===== config.mk =====
export PLATFORM = sky130hd
export DESIGN_NAME = mp_serial_adder_flat
export DESIGN_NICKNAME = d
export VERILOG_FILES = /design/src/rtl/mp_serial_adder_if.sv /design/src/rtl/mp_serial_adder.sv /design/src/flat_wrapper.sv
export SDC_FILE = /design/constraint.sdc
export NUM_CORES = 1
export LEC_CHECK = 0
export ABC_AREA = 0
export BUFFER_PORTS_ARGS = -buffer_cell sky130_fd_sc_hd__buf_2
export CORE_ASPECT_RATIO = 0.5
export CORE_MARGIN = 1.5
export CORE_UTILIZATION = 49
export DETAILED_ROUTE_END_ITERATION = 12
export GPL_TIMING_DRIVEN = 0
export PLACE_DENSITY = 0.8
export SKIP_CTS_REPAIR_TIMING = 1
export SLEW_MARGIN = 40
export SYNTH_ARGS = -nofsm -noshare
export SYNTH_HDL_FRONTEND = slang
export SYNTH_SLANG_ARGS = --single-unit

===== constraint.sdc =====
create_clock -name clk -period 2.85 [get_ports clk]
set_input_delay 0.285 -clock clk [delete_from_list [all_inputs] [get_ports clk]]
set_output_delay 0.285 -clock clk [all_outputs]
set_load 0.05 [all_outputs]

===== src/rtl/mp_serial_adder_if.sv =====
// rtl/mp_serial_adder_if.sv - operand/result handshake bundle for mp_serial_adder
// Optional subtract input present when MP_ADDER_SUB_EN is defined.
`ifndef WIDTH
`define WIDTH 8
`endif

interface mp_serial_adder_if #(
    parameter int WIDTH = `WIDTH,
    parameter int LIMBS = 4
);
    logic                   in_valid;
    logic                   in_ready;
    logic [WIDTH*LIMBS-1:0] a;
    logic [WIDTH*LIMBS-1:0] b;
`ifdef MP_ADDER_SUB_EN
    logic                   sub;
`endif
    logic                   out_valid;
    logic                   out_ready;
    logic [WIDTH*LIMBS:0]   sum;

`ifdef MP_ADDER_SUB_EN
    modport master (output in_valid, a, b, sub, out_ready, input in_ready, out_valid, sum);
    modport slave  (input in_valid, a, b, sub, out_ready, output in_ready, out_valid, sum);
`else
    modport master (output in_valid, a, b, out_ready, input in_ready, out_valid, sum);
    modport slave  (input in_valid, a, b, out_ready, output in_ready, out_valid, sum);
`endif
endinterface


===== src/rtl/mp_serial_adder.sv =====
// rtl/mp_serial_adder.sv - multi-precision adder reusing one WIDTH-bit limb adder over LIMBS cycles
// Define MP_ADDER_SUB_EN to add a captured sub input computing a + ~b + 1.
`ifndef WIDTH
`define WIDTH 8
`endif

module mp_serial_adder #(
    parameter int WIDTH = `WIDTH,
    parameter int LIMBS = 4
) (
    input  logic              clk,
    input  logic              rst,
    mp_serial_adder_if.slave  bus
);
    localparam int N  = WIDTH * LIMBS;
    localparam int IW = (LIMBS > 1) ? $clog2(LIMBS) : 1;
    localparam logic [IW-1:0] LAST = IW'(LIMBS - 1);

    typedef enum logic [1:0] {IDLE, RUN, DONE} state_t;

    state_t           state;
    logic [N-1:0]     a_r;
    logic [N-1:0]     b_r;
    logic             carry;
    logic [IW-1:0]    idx;
    logic [N:0]       sum_r;
    logic             out_valid_r;
    logic [WIDTH:0]   limb;
    logic [N-1:0]     b_in;
    logic             carry_in;

    always_comb begin
        limb = {1'b0, a_r[int'(idx)*WIDTH +: WIDTH]}
             + {1'b0, b_r[int'(idx)*WIDTH +: WIDTH]}
             + {{WIDTH{1'b0}}, carry};
    end

`ifdef MP_ADDER_SUB_EN
    // Subtraction is two's complement: invert b and seed the carry chain with 1.
    assign b_in     = bus.sub ? ~bus.b : bus.b;
    assign carry_in = bus.sub;
`else
    assign b_in     = bus.b;
    assign carry_in = 1'b0;
`endif

    assign bus.in_ready  = (state == IDLE) && !rst;
    assign bus.out_valid = out_valid_r;
    assign bus.sum       = sum_r;

    always_ff @(posedge clk) begin
        if (rst) begin
            state       <= IDLE;
            a_r         <= '0;
            b_r         <= '0;
            carry       <= 1'b0;
            idx         <= '0;
            sum_r       <= '0;
            out_valid_r <= 1'b0;
        end else begin
            case (state)
                IDLE: begin
                    if (bus.in_valid) begin
                        a_r   <= bus.a;
                        b_r   <= b_in;
                        carry <= carry_in;
                        idx   <= '0;
                        state <= RUN;
                    end
                end
                RUN: begin
                    sum_r[int'(idx)*WIDTH +: WIDTH] <= limb[WIDTH-1:0];
                    carry <= limb[WIDTH];
                    if (idx == LAST) begin
                        sum_r[N]    <= limb[WIDTH];
                        out_valid_r <= 1'b1;
                        state       <= DONE;
                    end else begin
                        idx <= idx + 1'b1;
                    end
                end
                DONE: begin
                    if (bus.out_ready) begin
                        out_valid_r <= 1'b0;
                        state       <= IDLE;
                    end
                end
                default: state <= IDLE;
            endcase
        end
    end
endmodule


===== src/flat_wrapper.sv =====
// flat-port wrapper written by rule: the top's interface ports become plain ports
module mp_serial_adder_flat 
#(
    parameter int WIDTH = `WIDTH,
    parameter int LIMBS = 4
)
  (clk, rst, bus_in_valid, bus_a, bus_b, bus_out_ready, bus_in_ready, bus_out_valid, bus_sum);
  mp_serial_adder_if #(.WIDTH(WIDTH), .LIMBS(LIMBS)) bus_i ();
  input  logic clk;
  input  logic rst;
  input wire logic [$bits(bus_i.in_valid)-1:0] bus_in_valid;
  input wire logic [$bits(bus_i.a)-1:0] bus_a;
  input wire logic [$bits(bus_i.b)-1:0] bus_b;
  input wire logic [$bits(bus_i.out_ready)-1:0] bus_out_ready;
  output wire logic [$bits(bus_i.in_ready)-1:0] bus_in_ready;
  output wire logic [$bits(bus_i.out_valid)-1:0] bus_out_valid;
  output wire logic [$bits(bus_i.sum)-1:0] bus_sum;
  assign bus_i.in_valid = bus_in_valid;
  assign bus_i.a = bus_a;
  assign bus_i.b = bus_b;
  assign bus_i.out_ready = bus_out_ready;
  assign bus_in_ready = bus_i.in_ready;
  assign bus_out_valid = bus_i.out_valid;
  assign bus_sum = bus_i.sum;
  mp_serial_adder #(.WIDTH(WIDTH), .LIMBS(LIMBS)) u_core (.clk(clk), .rst(rst), .bus(bus_i));
endmodule

; Yosys cells after proc, flatten, opt, wreduce, memory -nomap -nowiden
; Index checks and enable logic that the tools add are counted.
; Widths: inputs -> output; s select.
[op_classes]
muxes = 14
reduce_logical = 10
n_addsub = 4
shifts = 4
eq_ne = 7
[op_table]
columns = op, n
row1 = $shiftx 32x6->8, 2
row2 = $bwmux 33, 1
row3 = $neg 5->33, 1
row4 = $shift 8x33->33 const A, 1
row5 = $shiftx 8x33->33, 1
row6 = $mux 2, 5
row7 = $add 8x8->9, 1
row8 = $add 9x1->9, 1
row9 = $reduce_and 3->1, 3
row10 = $ne 2x2->1 const B, 3
row11 = $pmux 2 s3, 1
row12 = $eq 2x2->1 const B, 2
row13 = $mux 1, 4
row14 = $pmux 1 s2, 2
row15 = $pmux 2 s2, 1
row16 = $reduce_and 2->1, 2
row17 = $reduce_bool 2->1, 2
row18 = $add 2x1->2 const B, 1
row19 = $eq 2x1->1 const B, 1
row20 = $logic_not 2->1, 1
row21 = $ne 2x1->1 const B, 1
row22 = $logic_and 1x1->1, 1
row23 = $logic_not 1->1, 1
[word_totals]
word_cells = 46
out_inout_bits = 35
input_bits = 68
regBits = 103

; Depth between registers and ports, before layout
; Gate-level depths: netlist of the first run.
[logic_depth]
word_depth = 6
mapped_depth = 9
mapped_depth_nobuf = 8

; Worst setup path after synthesis of the first run
; OpenSTA, ideal clock, no wires.
[synth_path]
kind = reg2reg
start = register u_core.idx[0]
end = register u_core.sum_r[14], in the netlist u_core.bus.sum[14]
stages_incl_launch_ff = 10
arrival_time_ps = 2756
required_time_ps = 2717
path_buffers = 1
setup_slack_ps = -39
period_less_slack_ps = 2889
setup_time_ps = 133
cell_sequence = dfxtp_1 -> buf_2 -> mux4_2 -> fa_1 -> inv_1 -> fa_1 -> nand2b_1 -> a2111oi_0 -> a211oi_1 -> o21ai_0
[synth_between]
elab_chain_len = 5
elab_cells_between_ends = 8
classes_between = add/sub: 3 / shift: 4 / mux: 1
[synth_rtl]
columns = item, line_no
row1 = "start, declared", mp_serial_adder.sv:25  ; logic [IW-1:0] idx;
row2 = "start signal, assigned", mp_serial_adder.sv:79  ; idx <= idx + 1'b1;
row3 = $shiftx 32x6->8 (on tied branches), "mp_serial_adder.sv:33, mp_serial_adder.sv:34"
row4 = $add 8x8->9, mp_serial_adder.sv:34  ; + {1'b0, b_r[int'(idx)*WIDTH +: WIDTH]}
row5 = $add 9x1->9, mp_serial_adder.sv:35  ; + {{WIDTH{1'b0}}, carry};
row6 = $shiftx 8x33->33, mp_serial_adder.sv:72  ; sum_r[int'(idx)*WIDTH +: WIDTH] <= limb[WIDTH-1:0];
row7 = $bwmux 33 *, mp_serial_adder.sv:72
row8 = "end signal, assigned by index", mp_serial_adder.sv:72
row9 = "end signal, assigned by index", mp_serial_adder.sv:75  ; sum_r[N] <= limb[WIDTH];
row10 = "end, declared", mp_serial_adder.sv:26  ; logic [N:0] sum_r;
; Every way passes the cells marked *; elsewhere a longest branch is shown, timed or not.
; A chain may end at the register's enable or synchronous reset.

; Worst setup path in the final report of the first run
[layout_path]
start = register u_core.idx[0]
end = register u_core.sum_r[12], in the netlist u_core.bus.sum[12]
; The elaborated chain is that of the path after synthesis.

==> run summary, run 1 <==
Status = finished, final reports clean
Fmax = 361.7 MHz
Seq pwr share = 47.7%
Clock power frac = 37.7%
I/O Pins = 103
Yosys Warn Count = 0
Most frequent CP cell = fa_1
Post-Synth XOR/XNOR Area = 0.3790%
Leakage = 2.299 nW
DRC = 0
Sequential share of the synthesized area = 44.61%
DRT antenna net count = 0
Crit path DAT = 3.04 ns
Power, Total = 3.216 mW
Combinational fraction of design power = 14.5%
Avg Vias per Cell = 5.578
GRT overflow = 0
Pwr Density = 569.4 nW/um^2
CTS clock-pin slew for the worst setup and hold paths = 0.07 ns
Fin crit share = 97.02%
MaxCap Viol Count = 0
HPWL after detailed placement = 9109 microns
Num Clock Sinks = 103
Crit path launch = u_core.idx[0]
Rows = 24
Die height = 71.68 microns
Cells after synthesis = 532
Slew @ Worst Pin = 0.6085 ns
Crit-path max FO = 10
Startpoint types = flip-flop
Relative slew margins = 59.44%
Final setup fails = 0
Complex-gate fraction of the synthesized area = 16.05%
Post-Route WL = 12450 microns
Syn Area/Cell = 8.688 sq um
Main flop type after synthesis = dfxtp_1
Via count = 4278
VDD IR max = 0.0003023 V
Share of cells above drive strength 1 = 25.69%
Initial Utilization = 51.82%
Hold crit path type = in -> reg
Die area = 10060 sq um
Register Area = 2067 sq um
WS Path Type = reg -> reg
Drt wl/cell = 16.24 microns
Hold Fails Final Rpt = 0
Synth Area in Simple Gates = 22.31%
RSZ-0062 raised after global routing = true
EDFF count, synth = 0
Area of the multi-input gates = 2410 sq um
Post-Synth Adder-Cell Area = 4.656%
Buffers on Ports = 101
CP max stage cell = mux4_2
H-tree levels = 3
TritonRoute pass-1 iters = 7
Finished Layout Cells = 767
Worst-skew pair later-pin latency = 0.35 ns
CTS Buf Count = 9
# diodes = 0
Die W = 140.4 microns
CTS Buffer Depth = 2
Initial antenna violation count = 0
WP buf/inv = 3
Vias in the first global route = 4068
Cell type group with the largest total delay on the critical path = adder cells
Critical Path Max Stage Delay = 0.55 ns
Synth Register Bits = 103
Critical Path, Cell by Cell = buf_8 > mux4_2 > fa_1 > inv_1 > fa_1 > nand2b_2 > a21o_1 > buf_4 > o211ai_1 > a21oi_1
Largest family of logic cells by synthesized area = simple AND/OR/NAND/NOR gates
Floorplan core area = 8919 sq um
Placed insts = 750
Area growth from synthesis to layout = 22.20%
Nets = 730
Yosys cell types = 41
GRT Util Overall = 25.92%
Worst R2R Start = u_core.idx[0]
Switching share of power = 26.32%
Fin. max-slew vios = 0
First-pass GRT wire length = 20010 microns
Layout fillers = 778
WP data required = 3.12 ns
Largest net degree at the start of global routing = 17
Mux cell area share after synthesis = 8.013%
Ys async rst share = 0%
Worst Hold Launch = bus_b[25]
Starting DRC count in detailed routing = 455
Net Count, Synth = 616
Switch Pwr = 0.8463 mW
Skew final = 0.006863 ns
Fin crit period = 2.765 ns
GP Congestion = 0.8354
Post-Syn Area = 4622 sq um
Critical Path End Type = flip-flop
Pint = 2.369 mW
Root Buffer = clkbuf_16
CTS tree = built
## cells in the mapped netlist, types with 3 or more instances
| cell type | count | area (sq um) |
|---|---|---|
| clkbuf_1 | 19 | 71.32 |
| buf_2 | 15 | 75.07 |
| nand3b_1 | 16 | 120.1 |
| nor3b_1 | 3 | 22.52 |
| nand2b_1 | 6 | 37.54 |
| mux4_2 | 16 | 360.4 |
| nor2_1 | 23 | 86.33 |
| dfxtp_1 | 103 | 2062 |
| inv_1 | 9 | 33.78 |
| o211ai_1 | 8 | 60.06 |
| a22oi_1 | 11 | 82.58 |
| nand3_1 | 6 | 30.03 |
| o21ai_0 | 15 | 75.07 |
| a31oi_1 | 4 | 25.02 |
| nand2_1 | 145 | 544.3 |
| a211oi_1 | 4 | 30.03 |
| a21oi_1 | 82 | 410.4 |
| ha_1 | 14 | 175.2 |
| or3b_1 | 3 | 26.28 |
## routing by layer
| metal | part of all wire [%] | GRT usage (%) | vias up |
|---|---|---|---|
| met5 | 0 | 0 | - |
| met4 | 1.4 | 7.719 | 0 |
| met3 | 7.3 | 6.417 | 17 |
| met2 | 46 | 42.13 | 173 |
| met1 | 45 | 34.66 | 2014 |
| li1 | - | - | 2074 |
## state kept, by name, indices dropped and copies added (netlist names)
register / count
u_core.bus.sum: 33
u_core.state: 2
u_core.carry: 1
u_core.bus.out_valid: 1
u_core.idx: 2
u_core.b_r: 32
u_core.a_r: 32
## power by group through the flow
| stage | Combinational [mW] | Sequential, mW | Clock (mW) |
|---|---|---|---|
| floorplan | 0.281 | 1.57 | 0 |
| global placement | 0.427 | 1.56 | 0 |
| detailed placement | 0.437 | 1.57 | 0 |
| CTS | 0.440 | 1.53 | 1.23 |
| global route | 0.511 | 1.54 | 1.28 |
| finish | 0.467 | 1.54 | 1.21 |
## cell type report
cell class                      instances  area share [%]
Buffer                                 34           3.079
Clock buffer                           11           4.121
Clock inverter                          4          0.9969
Inverter                                9          0.5981
Multi-Input combinational cell        385           42.67
Sequential cell                       103           36.60
Tap cell                              117           2.592
Timing Repair Buffer                  104           9.349
## cells by family (layout without fill, tap and decap cells)
family,Yosys count,after routing
adders and majority gates,16,16
DFF,103,103
xor gates and xnor gates,2,2
and+or+nand+nor,219,219
AOI/OAI and AO/OA,131,131
muxes,17,17
buffers and inverters,44,162
## placed cells by master (no fill, tap or decap), types with 3 or more instances in the layout
cell type,synthesis,layout
a31oi_1,4,4
a21oi_1,82,80
dfxtp_1,103,101
buf_4,0,4
ha_1,14,14
o21ai_0,15,14
or3b_1,3,3
mux4_2,16,16
nand3_1,6,6
nor3b_1,3,3
nand2_1,145,145
nand2b_1,6,5
o211ai_1,8,8
clkbuf_1,19,18
inv_1,9,9
a22oi_1,11,11
nand3b_1,16,16
clkbuf_16,0,9
nor2_1,23,23
buf_2,15,114
## tightest hold or removal path: stages
cell and delay [ns]:
buf_2 0.09, nand2_1 0.04, a21oi_1 0.05
## metrics by stage
stage | utilization [%] | hold WS (ns) | cell area (sq um) | TNS [ns] | setup slack, ns
6_report | 63.33 | 0.1646 | 5648 | 0 | 0.08494
3_3_place_gp | 59.16 | 0.4387 | 5276 | -12.23 | -0.7228
4_1_cts | 62.40 | 0.1588 | 5565 | -16.05 | -0.8614
3_5_place_dp | 59.16 | 0.4472 | 5276 | -14.85 | -0.8350
5_1_grt | 63.33 | 0.1704 | 5648 | -0.06023 | -0.01565
2_1_floorplan | - | 0.4210 | 4624 | 0 | 0.02837
## final timing paths
path	depth (start not counted)	slack [ns]	end
setup reg to reg	10	0.08	u_core.bus.sum[12]
hold / removal	3	0.16	u_core.b_r[25]
hold reg to reg	2	0.46	u_core.a_r[17]
setup / recovery	10	0.08	u_core.bus.sum[12]
(Power assumes the default switching activity.)
==> run 2, diff against run 1 <==
--- a/config.mk
+++ b/config.mk
@@ -7,7 +7,7 @@
 export LEC_CHECK = 0
 export ABC_AREA = 0
 export BUFFER_PORTS_ARGS = -buffer_cell sky130_fd_sc_hd__buf_2
-export CORE_ASPECT_RATIO = 0.5
+export CORE_ASPECT_RATIO = 1.5
 export CORE_MARGIN = 1.5
 export CORE_UTILIZATION = 49
 export DETAILED_ROUTE_END_ITERATION = 12
==> run 2 against run 1 <==
Compared with the run above: clock-buffer cell count decreased by 2; global-route usage increased by 0.57 points; critical path depth decreased by 2; cell count is 0.78% lower; non-clock buffer count decreased by 2.
==> run summary, run 2 (same netlist as run 1, synthesis figures left out) <==
Startpoint types = flip-flop
Worst R2R End = u_core.bus.sum[14]
Nets = 728
Critical Path, Cell by Cell = buf_4 > mux4_2 > ha_1 > clkbuf_1 > or3b_2 > nand3_1 > a211oi_2 > o21ai_0
Hold crit path type = in -> reg
Root Buffer = clkbuf_16
Pre-CTS setup slack = -0.7091 ns
Hold Fails Final Rpt = 0
Vias in the first global route = 4251
First-pass GRT wire length = 20000 microns
Max reg flops = 33
Num Clock Sinks = 103
Final non-filler cell area = 5632 sq um
Avg Vias per Cell = 5.694
Initial antenna violation count = 0
Final setup fails = 0
Critical Path Max Stage Delay = 0.53 ns
TritonRoute pass-1 iters = 4
Area of placed instances = 5270 sq um
RSZ-0062 raised after global routing = true
CTS Buffer Depth = 2
CTS clock-pin slew for the worst setup and hold paths = 0.07 ns
GP Congestion = 0.9065
Relative slew margins = 57.22%
Area growth from synthesis to layout = 21.85%
Worst Hold Launch = bus_b[24]
CP max stage cell = mux4_2
Starting DRC count in detailed routing = 258
Fin. max-slew vios = 0
Setup TNS = 0 ns
Buffers on Ports = 101
Drt wl/cell = 16.78 microns
Crit path launch = u_core.idx[0]
Status = finished, final reports clean
Fin crit period = 2.780 ns
Largest net degree at the start of global routing = 18
Die W = 82.30 microns
Fmax = 359.7 MHz
Die area = 10040 sq um
Slew @ Worst Pin = 0.6417 ns
Die height = 122.0 microns
VDD IR max = 0.0005468 V
Setup ws final = 0.06954 ns
# diodes = 0
DRC = 0
Worst R2R Start = u_core.idx[0]
Initial Utilization = 50.24%
I/O Pins = 103
MaxCap Viol Count = 0
Layout fillers = 780
Pwr Density = 572.1 nW/um^2
CTS Buf Count = 9
Leakage = 2.295 nW
Share of cells above drive strength 1 = 25.73%
Most common cell after layout, fill and taps aside = nand2_1
Post-Route WL = 12770 microns
Skew final = 0.007708 ns
HPWL after detailed placement = 9580 microns
CTS tree = built
DRT antenna net count = 0
GRT overflow = 0
H-tree levels = 3
Critical Path End Type = flip-flop
Rows = 43
WP data required = 3.06 ns
Crit-path max FO = 10
Fin crit share = 97.56%
Worst-skew pair later-pin latency = 0.35 ns
Hold WS = 0.1727 ns
Hold path depth = 3
Worst R2R Setup Slack = 0.07 ns
R2R depth = 8
GRT Util Overall = 26.49%
Most frequent cells in the layout = nand2_1 (145), buf_2 (114), dfxtp_1 (101), a21oi_1 (80), nor2_1 (23)
Crit path DAT = 3.00 ns
Floorplan core area = 9200 sq um
End of the worst hold path = u_core.b_r[24]
WS Path Type = reg -> reg
Via count = 4333
## run 2: cell count changes in the layout (fill, tap and decap cells not counted), sizes merged
| cell | delta |
|---|---|
| clkinv | +1 |
| buf | -2 |
| clkinvlp | +2 |
| clkbuf | -2 |
## run 2: power by group
part           internal, mW  switching (mW)  leakage, nW  total (mW)
clock network         0.682           0.540        0.142        1.22
logic                 0.182           0.284         1.31       0.466
registers              1.50          0.0363        0.841        1.53
total                  2.36           0.860         2.30        3.22
## run 2: worst max-delay path, delay by kind of cell, from the launching register on
| family | cells | cell delay, ns |
|---|---|---|
| AND/OR/NAND/NOR | 2 | 0.30 |
| multiplexers | 1 | 0.53 |
| AO/OA/AOI/OAI | 2 | 0.54 |
| flip-flops | 1 | 0.43 |
| adder cells (fa/ha/maj) | 1 | 0.29 |
| buffers and inverters | 2 | 0.55 |
## run 2: worst max-delay path by stage
| stage | slack (ns) | cells past startpoint | endpoint |
|---|---|---|---|
| finish | 0.07 | 8 | u_core.bus.sum[14] |
| global route | -0.03 | 9 | u_core.bus.sum[30] |
| CTS | -0.74 | 9 | u_core.bus.sum[31] |
| floorplan | 0.03 | 9 | u_core.bus.sum[23] |
| global placement | -0.64 | 9 | u_core.bus.sum[31] |
| detailed placement | -0.71 | 9 | u_core.bus.sum[31] |
## run 2: layer usage
| layer | track usage (%) | wire length [microns] | vias to the layer above |
|---|---|---|---|
| met3 | 4.644 | 685 | 36 |
| met4 | 13.67 | 495 | 0 |
| met2 | 47.31 | 6811 | 168 |
| li1 | - | - | 2080 |
| met1 | 28.91 | 4777 | 2049 |
| met5 | 0 | 0 | - |
## run 2: stage by stage
stage          utilization (%)  instances  power (mW)
4_1_cts                  60.52        761       3.210
5_1_grt                  61.21        761       3.325
6_report                 61.21        761       3.222
3_5_place_dp             57.28        745       2.008
3_3_place_gp             57.28        745       1.991
2_1_floorplan                -        532       1.853
## run 2: area by class of cell
type | instances | area, sq um | area share [%]
clock inverters | 7 | 72.57 | 1.289
plain buffers | 35 | 175.2 | 3.110
multi-input cells | 385 | 2412 | 42.83
clock buffers | 9 | 225.2 | 3.999
repair buffers | 101 | 505.5 | 8.976
flip-flops and latches | 103 | 2067 | 36.70
well taps | 112 | 140.1 | 2.488
inverters | 9 | 33.78 | 0.5999
